**src/rtl/fwd_hazard_scoreboard.sv**
```systemverilog
// rtl/fwd_hazard_scoreboard.sv - EX..WB forwarding/load-use hazard scoreboard (optional FWD_STALL_CNT_EN stall counter)
module fwd_hazard_scoreboard #(
  parameter int REG_AW   = 5,
  parameter int NUM_SRC  = 2,
  parameter int DEPTH    = 3,
  parameter int LOAD_LAT = 1
) (
  input  logic                                clk,
  input  logic                                rst_n,
  input  logic                                id_valid,
  input  logic [NUM_SRC*REG_AW-1:0]           id_src,
  input  logic [NUM_SRC-1:0]                  id_src_used,
  input  logic [REG_AW-1:0]                   id_rd,
  input  logic                                id_regwrite,
  input  logic                                id_is_load,
  input  logic                                flush_ex,
  output logic                                stall,
  output logic                                ex_valid,
  output logic [NUM_SRC*$clog2(DEPTH)-1:0]    fwd_sel,
  output logic [15:0]                         stall_cnt
);

  localparam int SELW = $clog2(DEPTH);

  // The oldest (WB) entry is never forwarded from, so only e[0..DEPTH-2] are held;
  // the load flag is only consulted while the load is still inside the latency window.
  logic [DEPTH-2:0]  e_vld;
  logic [REG_AW-1:0] e_rd [DEPTH-1];
  logic [LOAD_LAT-1:0] e_ld;

  logic                      load_hit;
  logic                      bubble;
  logic [NUM_SRC*SELW-1:0]   sel_nxt;

  always_comb begin
    load_hit = 1'b0;
    for (int s = 0; s < NUM_SRC; s++) begin
      for (int i = 0; i < LOAD_LAT; i++) begin
        if (id_src_used[s] && (id_src[s*REG_AW +: REG_AW] != '0) &&
            e_vld[i] && e_ld[i] && (e_rd[i] == id_src[s*REG_AW +: REG_AW]))
          load_hit = 1'b1;
      end
    end
  end

  assign stall  = id_valid & ~flush_ex & load_hit;
  assign bubble = stall | flush_ex;

  // Scan oldest to youngest so the nearest producer overwrites any older match.
  always_comb begin
    sel_nxt = '0;
    for (int s = 0; s < NUM_SRC; s++) begin
      if (!bubble && id_src_used[s] && (id_src[s*REG_AW +: REG_AW] != '0)) begin
        for (int k = DEPTH - 1; k >= 1; k--) begin
          if (e_vld[k-1] && (e_rd[k-1] == id_src[s*REG_AW +: REG_AW]))
            sel_nxt[s*SELW +: SELW] = SELW'(k);
        end
      end
    end
  end

  always_ff @(posedge clk or negedge rst_n) begin
    if (!rst_n) begin
      e_vld    <= '0;
      e_ld     <= '0;
      for (int i = 0; i < DEPTH - 1; i++) e_rd[i] <= '0;
      ex_valid <= 1'b0;
      fwd_sel  <= '0;
    end else begin
      for (int i = 1; i < DEPTH - 1; i++) begin
        e_vld[i] <= e_vld[i-1];
        e_rd[i]  <= e_rd[i-1];
      end
      for (int i = 1; i < LOAD_LAT; i++) e_ld[i] <= e_ld[i-1];
      e_vld[0] <= ~bubble & id_valid & id_regwrite & (id_rd != '0);
      e_rd[0]  <= bubble ? '0 : id_rd;
      e_ld[0]  <= ~bubble & id_is_load;
      ex_valid <= id_valid & ~bubble;
      fwd_sel  <= sel_nxt;
    end
  end

`ifdef FWD_STALL_CNT_EN
  logic [15:0] cnt_q;

  always_ff @(posedge clk or negedge rst_n) begin
    if (!rst_n)
      cnt_q <= 16'h0000;
    else if (stall && (cnt_q != 16'hFFFF))
      cnt_q <= cnt_q + 16'd1;
  end

  assign stall_cnt = cnt_q;
`else
  assign stall_cnt = 16'h0000;
`endif

endmodule

```
**config.mk**
```make
export PLATFORM = sky130hd
export DESIGN_NAME = fwd_hazard_scoreboard
export DESIGN_NICKNAME = d
export VERILOG_FILES = /design/src/rtl/fwd_hazard_scoreboard.sv
export SDC_FILE = /design/constraint.sdc
export NUM_CORES = 1
export LEC_CHECK = 0
export CORE_MARGIN = 3
export CORE_UTILIZATION = 35
export CTS_BUF_LIST = sky130_fd_sc_hd__clkbuf_16
export DETAILED_ROUTE_END_ITERATION = 16
export PLACE_DENSITY = 0.67
export RECOVER_POWER = 100
export SLEW_MARGIN = 25
export SYNTH_ARGS = -nofsm -noshare
export SYNTH_HDL_FRONTEND = slang
export SYNTH_SLANG_ARGS = --single-unit
```
**constraint.sdc**
```tcl
create_clock -name clk -period 4.2 [get_ports clk]
set_clock_uncertainty 0.15 [all_clocks]
set_input_delay 0.84 -clock clk [delete_from_list [all_inputs] [get_ports clk]]
set_output_delay 0.84 -clock clk [all_outputs]
set_load 0.05 [all_outputs]
```
# Yosys cells after proc, flatten, opt, wreduce, memory -nomap -nowiden
# Index checks and enable logic that the tools add are counted.
[classes] mux=9 bitwise_logic=9 n_eq_ne=4 n_reduce_logical=20
[ops] operator="$eq A5 B5 Y1" count=4
[ops] operator="$logic_and A1 B1 Y1" count=16
[ops] operator="$reduce_bool A5 Y1" count=3
[ops] operator="$mux W2" count=6
[ops] operator="$and A1 B1 Y1" count=6
[ops] operator="$mux W5" count=1
[ops] operator="$mux W1" count=2
[ops] operator="$not A1 Y1" count=2
[ops] operator="$logic_not A1 Y1" count=1
[ops] operator="$or A1 B1 Y1" count=1
[word_totals] regBits=18 word_cells=48 inputBits=23 out_inout_bits=22

# Depth between registers and ports, before layout
[depth] depth_word=13 ltp_mapped=5 mapped_depth_nobuf=5

# Worst setup path after synthesis
# Ideal clock, no wire load.
[synth_path] path_kind="input -> output" start="input id_src[3]" end="output stall" n_path_buf=0 arrival_time_ns=2.461 cell_stages=5 setup_slack_ns=0.749 required_time_ns=3.210 path_cell_list="xnor2_1 -> nand2_1 -> or4_4 -> a21bo_1 -> nor2_1"
[synth_via] elab_chain_len=8 word_cells_on_any_way=9 classes_between="eq/ne: 1; mux: 2; bitwise: 1; reduce/logical: 5"
[synth_lines] item="start: declaration" line_no="11" rtl="input logic [NUM_SRC*REG_AW-1:0] id_src,"
[synth_lines] item="$reduce_bool A5 Y1" line_no="39" rtl="if (id_src_used[s] && (id_src[s*REG_AW +: REG_AW] != '0) &&"
[synth_lines] item="$logic_and A1 B1 Y1 (2 in a row)" line_no="39"
[synth_lines] item="$logic_and A1 B1 Y1" line_no="40" rtl="e_vld[i] && e_ld[i] && (e_rd[i] == id_src[s*REG_AW +: REG_AW]))"
[synth_lines] item="$logic_and A1 B1 Y1 (*)" line_no="40"
[synth_lines] item="$mux W1 (*) (2 in a row)" line_no="39"
[synth_lines] item="$and A1 B1 Y1 (*)" line_no="46" rtl="assign stall = id_valid & ~flush_ex & load_hit;"
[synth_lines] item="end: declaration" line_no="17" rtl="output logic stall,"
# Every way passes the cells marked *; elsewhere a longest branch is shown, timed or not.

# Worst setup path after layout
[layout_path] start="input id_src[8]" end="output stall"
[layout_via] elab_chain_len=7 word_cells_on_any_way=8 classes_between="eq/ne: 1; mux: 1; bitwise: 1; reduce/logical: 5"
[layout_lines] item="$reduce_bool A5 Y1" line_no="39"
[layout_lines] item="$logic_and A1 B1 Y1 (2 in a row)" line_no="39"
[layout_lines] item="$logic_and A1 B1 Y1" line_no="40"
[layout_lines] item="$logic_and A1 B1 Y1 (*)" line_no="40"
[layout_lines] item="$mux W1 (*)" line_no="39"
[layout_lines] item="$and A1 B1 Y1 (*)" line_no="46"
# Marks and branches as above.

==> results.cfg <==
[run_status]
outcome = completed

[cells_and_area]
drive_gt1_share_pct = 8.80
layout.area.seq_um2 = 450
nets = 150
diodes = 0
nFillCells = 257
multi_input_area_um2 = 503
syn_to_final_growth_pct = 27.9

[yosys]
synth_edf_count = 0
yosysTopAreaCellShare_pct = 42.9
synth_most_common_cell = dfrtp_1
synth_top_area_cell = dfrtp_1
post_synth_num_cell_types = 23
synth_area_leaders = dfrtp_1 43%, buf_4 11%, xnor2_1 10%
synthFlopType = dfrtp_1
postSynthAreaPerCell_um2 = 10.9
seq_area_frac_synth_pct = 42.9
async_flop_share_pct = 100
ys_warn_count = 0
synth-seq-cells = 18
synthCells = 96
synth_common_cells = 18 x dfrtp_1, 16 x buf_4, 12 x xnor2_1, 8 x xor2_1, 7 x nor3b_2
syn_area_um2 = 1050

[detailed_routing]
ant_nets = 0
drc = 0
drtIter0Drc = 8
wl_per_cell_um = 13.3
routed_wl_um = 2070
firstDrtPassIters = 3
dr_total_vias = 717
viasPerCell = 4.60

[sta]
relSlewSlack_pct = 46.6
layout_min_cycle_time_ps = 3900
post-route-period-util_pct = 93.0
finalHoldViolations = 0
setup_tns_ps = 0
worstMarginPinSlew_ps = 799
setup_viol = 0
max_freq_mhz = 256
worst_slack_ps = 296
slew_viol_final = 0
rsz0062_at_grt = no

[floorplanning]
dieArea_um2 = 3690
initial_core_util_pct = 37.4
die-width_um = 60.8
die_h_um = 60.8
io_pins = 45
core-area_um2 = 2810
std_cell_rows = 19

[setup_path]
crit_chain = dlygate4sd3_1, or4_1, o21ai_0, or4_1, a21bo_1, nor2_1, clkbuf_2
arrival_ps = 2910
crit_type = primary input to output pin
crit_slowest_cell = or4_1
cp-start-kind = primary input
cpPeakStageDelay_ps = 620
path_max_fanout = 4
crit_top_cell = or4_1
end_kind = output pin
required_ps = 3210

[clock_network]
path_clk_slew_ps = 50
cts_tree = yes
cts_root_buf = clkbuf_16
cts_hold_repair.buffers = 0
cts.sink_count = 18
cts_resized = 0
cts_buffer_depth = 2
cts_setup_buffers = 0
cts-buffers-inserted = 3
clk_latency_ps = 250
htree_levels = 1

[placement]
gpl.final_weighted_congestion = 0.833
dp_hpwl_um = 1690
port_buffers = 28
post-place-ws_ps = 431

[power]
p_per_area_nw_per_um2 = 344
peakVddDrop_uv = 183
p_leak_nw = 0.571

[global_routing]
overflow = 0
antenna_found_initial = 0
grt_max_degree = 19
grtUsageTotal_pct = 12.7
grt_pass1_vias = 765
grt_pass1_wl_um = 3410

[flow_run]
cap_viol_max_count = 0

[worst_hold_path]
hold_path_class = flop to flop
==> per-stage QoR <==
step | cells | hold WS [ps] | util (%) | cell area [um^2] | total power, mW
final | 156 | 276 | 47.9 | 1340 | 0.461
after global routing | 156 | 298 | 47.9 | 1340 | 0.481
after CTS | 156 | 279 | 49.4 | 1390 | 0.471
after detailed placement | 153 | 264 | 46.7 | 1310 | 0.283
after global placement | 153 | 257 | 46.7 | 1310 | 0.282
after floorplan | 111 | 224 | - | 1110 | 0.260
==> routing by layer <==
layer	track usage (%)	vias to the layer above	share of wire, %
li1	-	352	-
met1	14.5	335	43
met2	22.1	28	49
met3	3.62	2	6.4
met4	5.57	0	1.5
met5	0	-	0
==> cells in the final DEF (no fill, tap or decap) <==
cell	synthesis	routed
dfrtp_1	18	18
a21oi_1	0	1
o21ai_0	1	2
clkbuf_16	0	3
a21bo_1	1	1
o21ai_2	1	1
nor3_1	2	2
nor4_1	4	4
clkdlybuf4s50_1	0	20
or4_1	3	5
nor2b_1	2	2
nand2_2	1	1
dlygate4sd3_1	0	7
nand3_1	2	2
nor3b_1	2	4
xnor2_1	12	12
nand2b_1	1	1
nor2_1	3	3
clkbuf_2	0	1
conb_1	1	16
nor3b_2	7	5
nand2_1	6	6
xor2_1	8	8
==> sequential cells by signal, summed over array words and instances, names as in the netlist <==
| name | count |
|---|---|
| fwd_sel | 4 |
| ex_valid | 1 |
| e_rd | 10 |
| e_ld | 1 |
| e_vld | 2 |
==> where the power goes <==
| group | switching [mW] | internal [mW] | leakage (nW) |
|---|---|---|---|
| sequential | 0.00608 | 0.181 | 0.237 |
| combinational | 0.0569 | 0.0347 | 0.297 |
| clock | 0.0580 | 0.125 | 0.0370 |
==> cells by family (layout without fill, tap and decap cells) <==
logic type | count (synthesis) | count (layout) | synth area share [%]
xor gates and xnor gates | 20 | 20 | 16.7
DFF | 18 | 18 | 42.9
and+or+nand+nor | 35 | 35 | 24.0
other | 1 | 16 | 0.357
buffers and inverters | 17 | 31 | 11.8
AOI/OAI and AO/OA | 5 | 5 | 4.29
==> cell type report <==
| cell class | count | share of cell area [%] |
|---|---|---|
| Clock buffer | 3 | 5.59 |
| Timing Repair Buffer | 28 | 20.5 |
| Tap cell | 31 | 2.89 |
| Multi-Input combinational cell | 76 | 37.5 |
| Sequential cell | 18 | 33.6 |
==> worst max-delay path: cells and delay by family <==
kind | cells | cell delay [ps]
buf+inv | 2 | 900
compound gates | 2 | 320
simple gates | 3 | 850
==> path summary, 6_finish.rpt <==
| kind | cells after the start | slack [ps] | start | to |
|---|---|---|---|---|
| worst max register to register | 5 | 1940 | e_rd[8] | e_rd[5] |
| max in group asynchronous | 1 | 2420 | rst_n | fwd_sel[1] |
| worst max-delay path | 7 | 300 | id_src[8] | stall |
| worst min-delay path | 0 | 280 | e_vld[0] | e_vld[1] |
| min in group asynchronous | 1 | 980 | rst_n | e_rd[5] |
| worst min register to register | 0 | 280 | e_vld[0] | e_vld[1] |
Power figures use the tool's default switching activity.
